`src/rtl/rtc_multi_domain.sv`:
```
// rtc_multi_domain: PTP base clock (sec + fractional ns) with NUM_DOMAINS offset domains and per-domain 1PPS.
// Define RTC_CAPTURE_EN to add a synchronised event capture of domain 0 time.
module rtc_multi_domain #(
  parameter int NUM_DOMAINS = 4,
  parameter int FRAC_W = 24,
  parameter int PERIOD_INT_W = 8,
  parameter logic [PERIOD_INT_W+FRAC_W-1:0] DEFAULT_PERIOD = (PERIOD_INT_W+FRAC_W)'(8) << FRAC_W
) (
  input  logic clk,
  input  logic rst_n,
  input  logic time_ld,
  input  logic [29:0] time_ns_in,
  input  logic [47:0] time_sec_in,
  input  logic period_ld,
  input  logic [PERIOD_INT_W+FRAC_W-1:0] period_in,
  input  logic adj_ld,
  input  logic [31:0] adj_cnt,
  input  logic [PERIOD_INT_W+FRAC_W-1:0] period_adj,
  output logic adj_done,
  input  logic offset_ld,
  input  logic [(NUM_DOMAINS>1 ? $clog2(NUM_DOMAINS) : 1)-1:0] offset_dom,
  input  logic [29:0] offset_ns_in,
  input  logic [47:0] offset_sec_in,
  output logic offset_err,
  output logic [30+FRAC_W-1:0] base_ns,
  output logic [47:0] base_sec,
  output logic base_pps,
  output logic [NUM_DOMAINS*30-1:0] dom_ns,
  output logic [NUM_DOMAINS*48-1:0] dom_sec,
  output logic [NUM_DOMAINS-1:0] dom_pps
`ifdef RTC_CAPTURE_EN
  ,
  input  logic evt_in,
  output logic [29:0] cap_ns,
  output logic [47:0] cap_sec,
  output logic cap_vld
`endif
);
  localparam int PW = PERIOD_INT_W + FRAC_W;
  localparam int NW = 30 + FRAC_W;
  localparam int DW = NUM_DOMAINS > 1 ? $clog2(NUM_DOMAINS) : 1;
  localparam logic [NW:0] ONE_SEC = (NW+1)'(1_000_000_000) << FRAC_W;
  localparam logic [30:0] NS_MAX = 31'd1_000_000_000;
  typedef enum logic {IDLE, ADJ} state_t;
  state_t state_q;
  logic [31:0] cnt_q;
  logic [PW-1:0] padj_q, period_q, period_d, inc;
  logic [NW-1:0] ns_q, ns_d;
  logic [NW:0] sum;
  logic roll, pps_q, pps_d, adj_done_q, tld_q, err_q, err_d, off_ok;
  logic [47:0] sec_q, sec_d;
  logic [29:0] off_ns_q [NUM_DOMAINS];
  logic [29:0] off_ns_d [NUM_DOMAINS];
  logic [47:0] off_sec_q [NUM_DOMAINS];
  logic [47:0] off_sec_d [NUM_DOMAINS];
  logic [30:0] nsum [NUM_DOMAINS];
  logic [29:0] dns_q [NUM_DOMAINS];
  logic [29:0] dns_d [NUM_DOMAINS];
  logic [47:0] dsec_q [NUM_DOMAINS];
  logic [47:0] dsec_d [NUM_DOMAINS];
  logic [NUM_DOMAINS-1:0] carry, ol_q, ol_d, dpps_q, dpps_d;
  always_comb begin
    inc = state_q == ADJ ? padj_q : period_q;
    sum = {1'b0, ns_q} + (NW+1)'(inc);
    roll = sum >= ONE_SEC;
    ns_d = time_ld ? {time_ns_in, {FRAC_W{1'b0}}} : NW'(roll ? sum - ONE_SEC : sum);
    sec_d = time_ld ? time_sec_in : sec_q + 48'(roll);
    pps_d = !time_ld && roll;
    period_d = period_ld ? period_in : period_q;
    err_d = offset_ld && (offset_ns_in >= 30'd1_000_000_000 || 32'(offset_dom) >= NUM_DOMAINS);
    off_ok = offset_ld && !err_d;
    for (int d = 0; d < NUM_DOMAINS; d++) begin
      ol_d[d] = off_ok && offset_dom == DW'(d);
      off_ns_d[d] = ol_d[d] ? offset_ns_in : off_ns_q[d];
      off_sec_d[d] = ol_d[d] ? offset_sec_in : off_sec_q[d];
      // Domains track the registered base, so they lag it by one cycle and drop the fraction
      nsum[d] = {1'b0, ns_q[NW-1:FRAC_W]} + {1'b0, off_ns_q[d]};
      carry[d] = nsum[d] >= NS_MAX;
      dns_d[d] = 30'(carry[d] ? nsum[d] - NS_MAX : nsum[d]);
      dsec_d[d] = sec_q + off_sec_q[d] + 48'(carry[d]);
      dpps_d[d] = dsec_d[d] == dsec_q[d] + 48'd1 && !tld_q && !ol_q[d];
    end
  end
  always_ff @(posedge clk or negedge rst_n) begin
    if (!rst_n) begin
      ns_q <= '0;
      sec_q <= '0;
      pps_q <= 1'b0;
      period_q <= DEFAULT_PERIOD;
      tld_q <= 1'b0;
      err_q <= 1'b0;
      ol_q <= '0;
      dpps_q <= '0;
      for (int d = 0; d < NUM_DOMAINS; d++) begin
        off_ns_q[d] <= '0;
        off_sec_q[d] <= '0;
        dns_q[d] <= '0;
        dsec_q[d] <= '0;
      end
    end else begin
      ns_q <= ns_d;
      sec_q <= sec_d;
      pps_q <= pps_d;
      period_q <= period_d;
      tld_q <= time_ld;
      err_q <= err_d;
      ol_q <= ol_d;
      dpps_q <= dpps_d;
      for (int d = 0; d < NUM_DOMAINS; d++) begin
        off_ns_q[d] <= off_ns_d[d];
        off_sec_q[d] <= off_sec_d[d];
        dns_q[d] <= dns_d[d];
        dsec_q[d] <= dsec_d[d];
      end
    end
  end
  // A new adj_ld always restarts the count, even mid-adjustment
  always_ff @(posedge clk or negedge rst_n) begin
    if (!rst_n) begin
      state_q <= IDLE;
      cnt_q <= '0;
      padj_q <= '0;
      adj_done_q <= 1'b0;
    end else begin
      adj_done_q <= 1'b0;
      if (adj_ld) begin
        padj_q <= period_adj;
        cnt_q <= adj_cnt;
        state_q <= adj_cnt == '0 ? IDLE : ADJ;
        adj_done_q <= adj_cnt == '0;
      end else if (state_q == ADJ) begin
        cnt_q <= cnt_q - 32'd1;
        if (cnt_q == 32'd1) begin
          state_q <= IDLE;
          adj_done_q <= 1'b1;
        end
      end
    end
  end
  assign base_ns = ns_q;
  assign base_sec = sec_q;
  assign base_pps = pps_q;
  assign adj_done = adj_done_q;
  assign offset_err = err_q;
  assign dom_pps = dpps_q;
  for (genvar g = 0; g < NUM_DOMAINS; g++) begin : g_dom
    assign dom_ns[30*g+:30] = dns_q[g];
    assign dom_sec[48*g+:48] = dsec_q[g];
  end
`ifdef RTC_CAPTURE_EN
  logic [2:0] evt_q;
  logic cap_vld_q;
  logic [29:0] cap_ns_q;
  logic [47:0] cap_sec_q;
  always_ff @(posedge clk or negedge rst_n) begin
    if (!rst_n) begin
      evt_q <= '0;
      cap_vld_q <= 1'b0;
      cap_ns_q <= '0;
      cap_sec_q <= '0;
    end else begin
      evt_q <= {evt_q[1:0], evt_in};
      cap_vld_q <= evt_q[1] & ~evt_q[2];
      if (evt_q[1] & ~evt_q[2]) begin
        cap_ns_q <= dns_q[0];
        cap_sec_q <= dsec_q[0];
      end
    end
  end
  assign cap_ns = cap_ns_q;
  assign cap_sec = cap_sec_q;
  assign cap_vld = cap_vld_q;
`endif
endmodule

```
`config.mk`:
```
export PLATFORM = sky130hd
export DESIGN_NAME = rtc_multi_domain
export DESIGN_NICKNAME = d
export VERILOG_FILES = /design/src/rtl/rtc_multi_domain.sv
export SDC_FILE = /design/constraint.sdc
export NUM_CORES = 2
export LEC_CHECK = 0
export BUFFER_PORTS_ARGS = -buffer_cell sky130_fd_sc_hd__buf_2
export CAP_MARGIN = 25
export CORE_AREA = 4 4 312 390
export DETAILED_ROUTE_END_ITERATION = 7
export DIE_AREA = 0 0 316 394
export GPL_TIMING_DRIVEN = 0
export PLACE_DENSITY = 0.7
export SYNTH_ARGS = -nofsm -noshare
export SYNTH_HDL_FRONTEND = slang
export SYNTH_SLANG_ARGS = --single-unit
```
`constraint.sdc`:
```
create_clock -name clk -period 25.6 [get_ports clk]
set_input_delay 5.12 -clock clk [delete_from_list [all_inputs] [get_ports clk]]
set_output_delay 5.12 -clock clk [all_outputs]
set_load 0.005 [all_outputs]
```
== Word-level counts from Yosys, hierarchy flattened ==
Cells that the tools add are included.
Storage, ports and cells
  register bits: 835
  output and inout port bits: 421
  word-level logic and storage cells: 108
  input port bits: 260
Cells by class
  mux-type cells: 17
  $add $sub $neg: 24
  magnitude comparators: 6
  reductions and logical operators: 25
  equal/unequal tests: 8
Operators by type and width (number)
  48-bit by 1-bit adder with 48-bit output: 5
  48-bit by 1-bit adder with 48-bit output, second input constant: 4
  48-bit adder: 4
  48-bit == test: 4
  30-bit by 30-bit adder with 31-bit output: 4
  31-bit by 30-bit >= comparator with 1-bit output, second input constant: 4
  30-bit two-way mux: 4
  30-bit subtractor, second input constant: 4
  54-bit two-way mux: 2
  32-bit two-way mux: 3
  54-bit by 32-bit adder with 55-bit output: 1
  55-bit by 54-bit >= comparator with 1-bit output, second input constant: 1
  54-bit subtractor, second input constant: 1
  48-bit two-way mux: 1
  32-bit by 1-bit == test with 1-bit output, second input constant: 1
  32-bit zero test: 1
  32-bit by 1-bit subtractor with 32-bit output, second input constant: 1
  30-bit >= comparator, second input constant: 1
  1-bit logical AND: 15
  1-bit zero test: 7
  1-bit two-way mux: 7
  2-bit == test, second input constant: 2
  2-bit by 1-bit == test with 1-bit output, second input constant: 1
  2-bit zero test: 1
  2-bit nonzero test: 1

== Depth between registers and ports, before layout ==
  depth in word-level cells: 6
  depth in mapped cells: 36
  mapped depth without buffers: 35

== Worst setup path before layout ==
Ideal clock, no wire load.
  path kind: flip-flop to flip-flop
  from: register ns_q[25] (netlist: base_ns[25])
  to: register dpps_q[2] (netlist: dom_pps[2])
  arrival: 7.972 ns
  cell stages (with the launch flop): 34
  buffers on the path: 0
  library setup time: 0.095 ns
  period minus slack after synthesis: 8.067 ns
  slack: 17.533 ns
  required time: 25.505 ns
  cell sequence: dfrtp_1 > inv_1 > fa_1 > nor2b_1 > o21ai_0 > a21bo_2 > a21boi_0 > o21bai_1 > and3_1 > or2_2 > ha_1 > nand2b_1 > a31oi_1 > o21ai_0 > and4b_1 > nor3_1 > a21bo_2 > clkinv_1 > fa_1 > fa_1 > nor2b_1 > o21a_1 > o21ai_0 > a211oi_2 > nor2_1 > xnor2_1 > xnor2_1 > or4_1 > or4_1 > or4_1 > nor3_1 > nand3_1 > nor4_1 > nor4b_2
RTL lines
  start, declared: RTL line 48  | logic [NW-1:0] ns_q, ns_d;
  start signal, assigned: RTL line 101  | ns_q <= ns_d;
  end signal, assigned: RTL line 108  | dpps_q <= dpps_d;
  end, declared: RTL line 61  | logic [NUM_DOMAINS-1:0] carry, ol_q, ol_d, dpps_q, dpps_d;

== Worst setup path in the final report ==
  from: register ns_q[25] (netlist: base_ns[25])
  to: register dpps_q[3] (netlist: dom_pps[3])
On the way
  word-level cells in the longest chain between the ends: 6
Ends and longest elaborated chain
  30-bit by 30-bit adder with 31-bit output: RTL line 77  | nsum[d] = {1'b0, ns_q[NW-1:FRAC_W]} + {1'b0, off_ns_q[d]};
  31-bit by 30-bit >= comparator with 1-bit output: RTL line 78  | carry[d] = nsum[d] >= NS_MAX;
  48-bit by 1-bit adder with 48-bit output: RTL line 80  | dsec_d[d] = sec_q + off_sec_q[d] + 48'(carry[d]);
  48-bit == test: RTL line 81  | dpps_d[d] = dsec_d[d] == dsec_q[d] + 48'd1 && !tld_q && !ol_q[d];
  1-bit logical AND (2 in series): RTL line 81
  named net dpps_d[3]: RTL line 61
The timed path passes the listed nets, and every way through them passes these cells.
A chain may end at the register's enable or synchronous reset.

==> metrics.yaml <==
synthToLayoutAreaGrowth_pct: 15.3
crit_fanout: 10
syn_area_um2: 58600
grt_pass1_vias: 54200
fin_nets: 8106
antenna_found_initial: 48
drc: 0
fin_setup_tns_ns: 0
drt_iter0_markers: 4884
dr.pass1.iters: 6
yosys_warnings: 0
vias: 55300
ant_nets: 0
p_leak_nw: 31.5
rsz0062_at_grt: "false"
yosysMostFrequentCell: "nand2_1"
worstSetupEndpointType: "flip-flop"
synth_enable_flop_cells: 0
power-per-cell-area_nw_per_um2: 110
path_class: "reg -> reg"
hold_path.class: "reg -> reg"
clock_skew_ns: 0.0334
ir_drop_uv: 78.7
cpMostUsedCell: "o21ai_0"
max_cap_violations: 0
fin_crit_sh: 0.439
cpLargestDelayFamily: "compound AO/OA/AOI/OAI gates"
r2r_setup_slack_ns: 14.37
dieArea_um2: 125000
grt_max_degree: 119
io_pins: 681
syn_inst: 6701
grt_overflow: 0
required_ns: 26.21
fillers: 10800
max_slew_margin: 0.255
htree_levels: 3
cts_buffers: 91
rows: 141
max_stage_delay_ns: 0.74
clkSlewWorstSetupHoldPaths_ns: 0.07
status: "completed"
tritoncts: "built"
ys_seq_area_frac: 0.357
cts_resized: 0
cp-start-kind: "flip-flop"
fin_area_um2: 67600
cts_root_buf: "clkbuf_16"
dp.cells: 8964
avgSynthCellArea_um2: 8.74
path_buf_inv: 5
portBuffers: 679
core_area_um2: 118000
placed_area_um2: 64200
maxSlewViolCount: 0
wire_per_inst_um: 24.9
cts.sinks: 835
dp_hpwl_mm: 181
start_util: 0.496
worst_pin_slew_ns: 1.10
synth_cell_types: 96
crit_arrival_ns: 11.84
grt_pass1_wl_mm: 334
die_h_um: 394
grt_usage: 0.356
die_w_um: 316
fmax_mhz: 89.1
synth_area_leader_cell: "dfrtp_1"
drive_above_1_share: 0.146
synthFlopType: "dfrtp_1"
syn_nets: 7323
async_reset_ff_frac: 1.00
setup_viol: 0
drt-total-wl_mm: 228
cts_setup_buffers: 0
hold_viol_final: 0
p_total_w: 0.00743
period_needed_ns: 11.23
cts-hold-fix-buffers: 0
synth-seq-cells: 835
clk_latency_ns: 0.73
cts_buffer_depth: 3
place.gp.congestion: 1.00
stdcell_count: 9171
ys_top_cells_by_count: "nand2_1 (1222), dfrtp_1 (834), xnor2_1 (522)"
slowest_stage: "dfrtp_1"
synth_top_area_share: 0.356
viasPerCell: 6.03
synthTopCellsByArea: "dfrtp_1 (36%), nand2_1 (7.8%), xnor2_1 (7.8%)"
[layer usage]
layer / global-route usage / routed length, µm
met5: 0 / 104
met4: 0.231 / 17400
met3: 0.0753 / 19200
met2: 0.591 / 107000
met1: 0.414 / 84300
[state kept, by name, indices dropped and copies added, names as in the netlist, 48 cells and up]
register and flops:
base_ns 54, base_sec 48, dom_ns 120, dom_sec 192
off_ns_q 120, off_sec_q 192
[cell type report]
| class | instances | area, µm² | area share |
|---|---|---|---|
| Clock inverter | 41 | 617 | 0.00913 |
| Timing Repair Buffer | 690 | 3680 | 0.0544 |
| Tap cell | 1573 | 1970 | 0.0291 |
| Multi-Input combinational cell | 5455 | 36100 | 0.535 |
| Sequential cell | 835 | 20900 | 0.309 |
| Antenna cell | 40 | 100 | 0.00148 |
| Clock buffer | 126 | 2620 | 0.0388 |
| Buffer | 238 | 896 | 0.0133 |
| Inverter | 173 | 649 | 0.00961 |
[layout by cell type (no fill, tap or decap), types with 17 or more instances in the layout]
| master | count |
|---|---|
| a2111oi_0 | 18 |
| a211oi_1 | 56 |
| a21o_1 | 230 |
| a21oi_1 | 374 |
| a31oi_1 | 67 |
| and2_1 | 46 |
| and3_1 | 109 |
| and4_1 | 36 |
| buf_2 | 681 |
| clkbuf_1 | 236 |
| clkbuf_16 | 92 |
| clkbuf_8 | 19 |
| dfrtp_1 | 834 |
| diode_2 | 40 |
| ha_1 | 349 |
| inv_1 | 168 |
| mux2_2 | 184 |
| mux2i_1 | 30 |
| nand2_1 | 1222 |
| nand2b_1 | 54 |
| nand3_1 | 198 |
| nand3b_1 | 17 |
| nand4_1 | 126 |
| nor2_1 | 367 |
| nor2b_1 | 63 |
| nor3_1 | 127 |
| nor3b_1 | 24 |
| nor4_1 | 62 |
| o2111ai_1 | 19 |
| o211ai_1 | 42 |
| o21a_1 | 57 |
| o21ai_0 | 333 |
| o21bai_1 | 53 |
| o31ai_1 | 30 |
| or2_2 | 24 |
| or3_1 | 26 |
| or4_1 | 22 |
| xnor2_1 | 522 |
| xor2_1 | 279 |
[power by group]
| group | internal (W) | switching (W) | total, W |
|---|---|---|---|
| Clock | 0.000858 | 0.000592 | 0.00145 |
| Combinational | 0.00153 | 0.00227 | 0.00379 |
| Sequential | 0.00172 | 0.000474 | 0.00219 |
| Total | 0.00410 | 0.00333 | 0.00743 |
[tightest hold or removal path, cell delays in order, from the launching register on]
cell	delay, ns
dfrtp_1	0.34
nand2_1	0.05
nand2_1	0.05
[kinds of logic after synthesis]
group / count (synthesis) / share of synthesized area
AO/OA/AOI/OAI: 1484 / 0.164
XOR/XNOR: 819 / 0.127
flip-flops: 835 / 0.357
AND/OR/NAND/NOR: 2575 / 0.206
multiplexers: 215 / 0.0407
adder cells (fa/ha/maj): 362 / 0.0790
buffers and inverters: 411 / 0.0264
[through the flow]
stage / hold WS [ns] / utilization / worst slack, ns
2_1_floorplan: 0.450 / - / 17.53
3_3_place_gp: 0.466 / 0.542 / 1.14
3_5_place_dp: 0.468 / 0.544 / 14.76
4_1_cts: 0.482 / 0.572 / 14.65
5_1_grt: 0.495 / 0.572 / 13.57
6_report: 0.480 / 0.572 / 14.37
[path summary, 6_finish.rpt]
kind,depth (start not counted),start,endpoint
min in group asynchronous,1,rst_n,dom_pps[1]
worst max register to register,34,base_ns[25],dom_pps[3]
max in group asynchronous,4,rst_n,dom_ns[82]
worst max-delay path,34,base_ns[25],dom_pps[3]
worst min register to register,2,off_ns_q[46],off_ns_q[46]
worst min-delay path,2,off_ns_q[46],off_ns_q[46]
(Power assumes the default switching activity.)
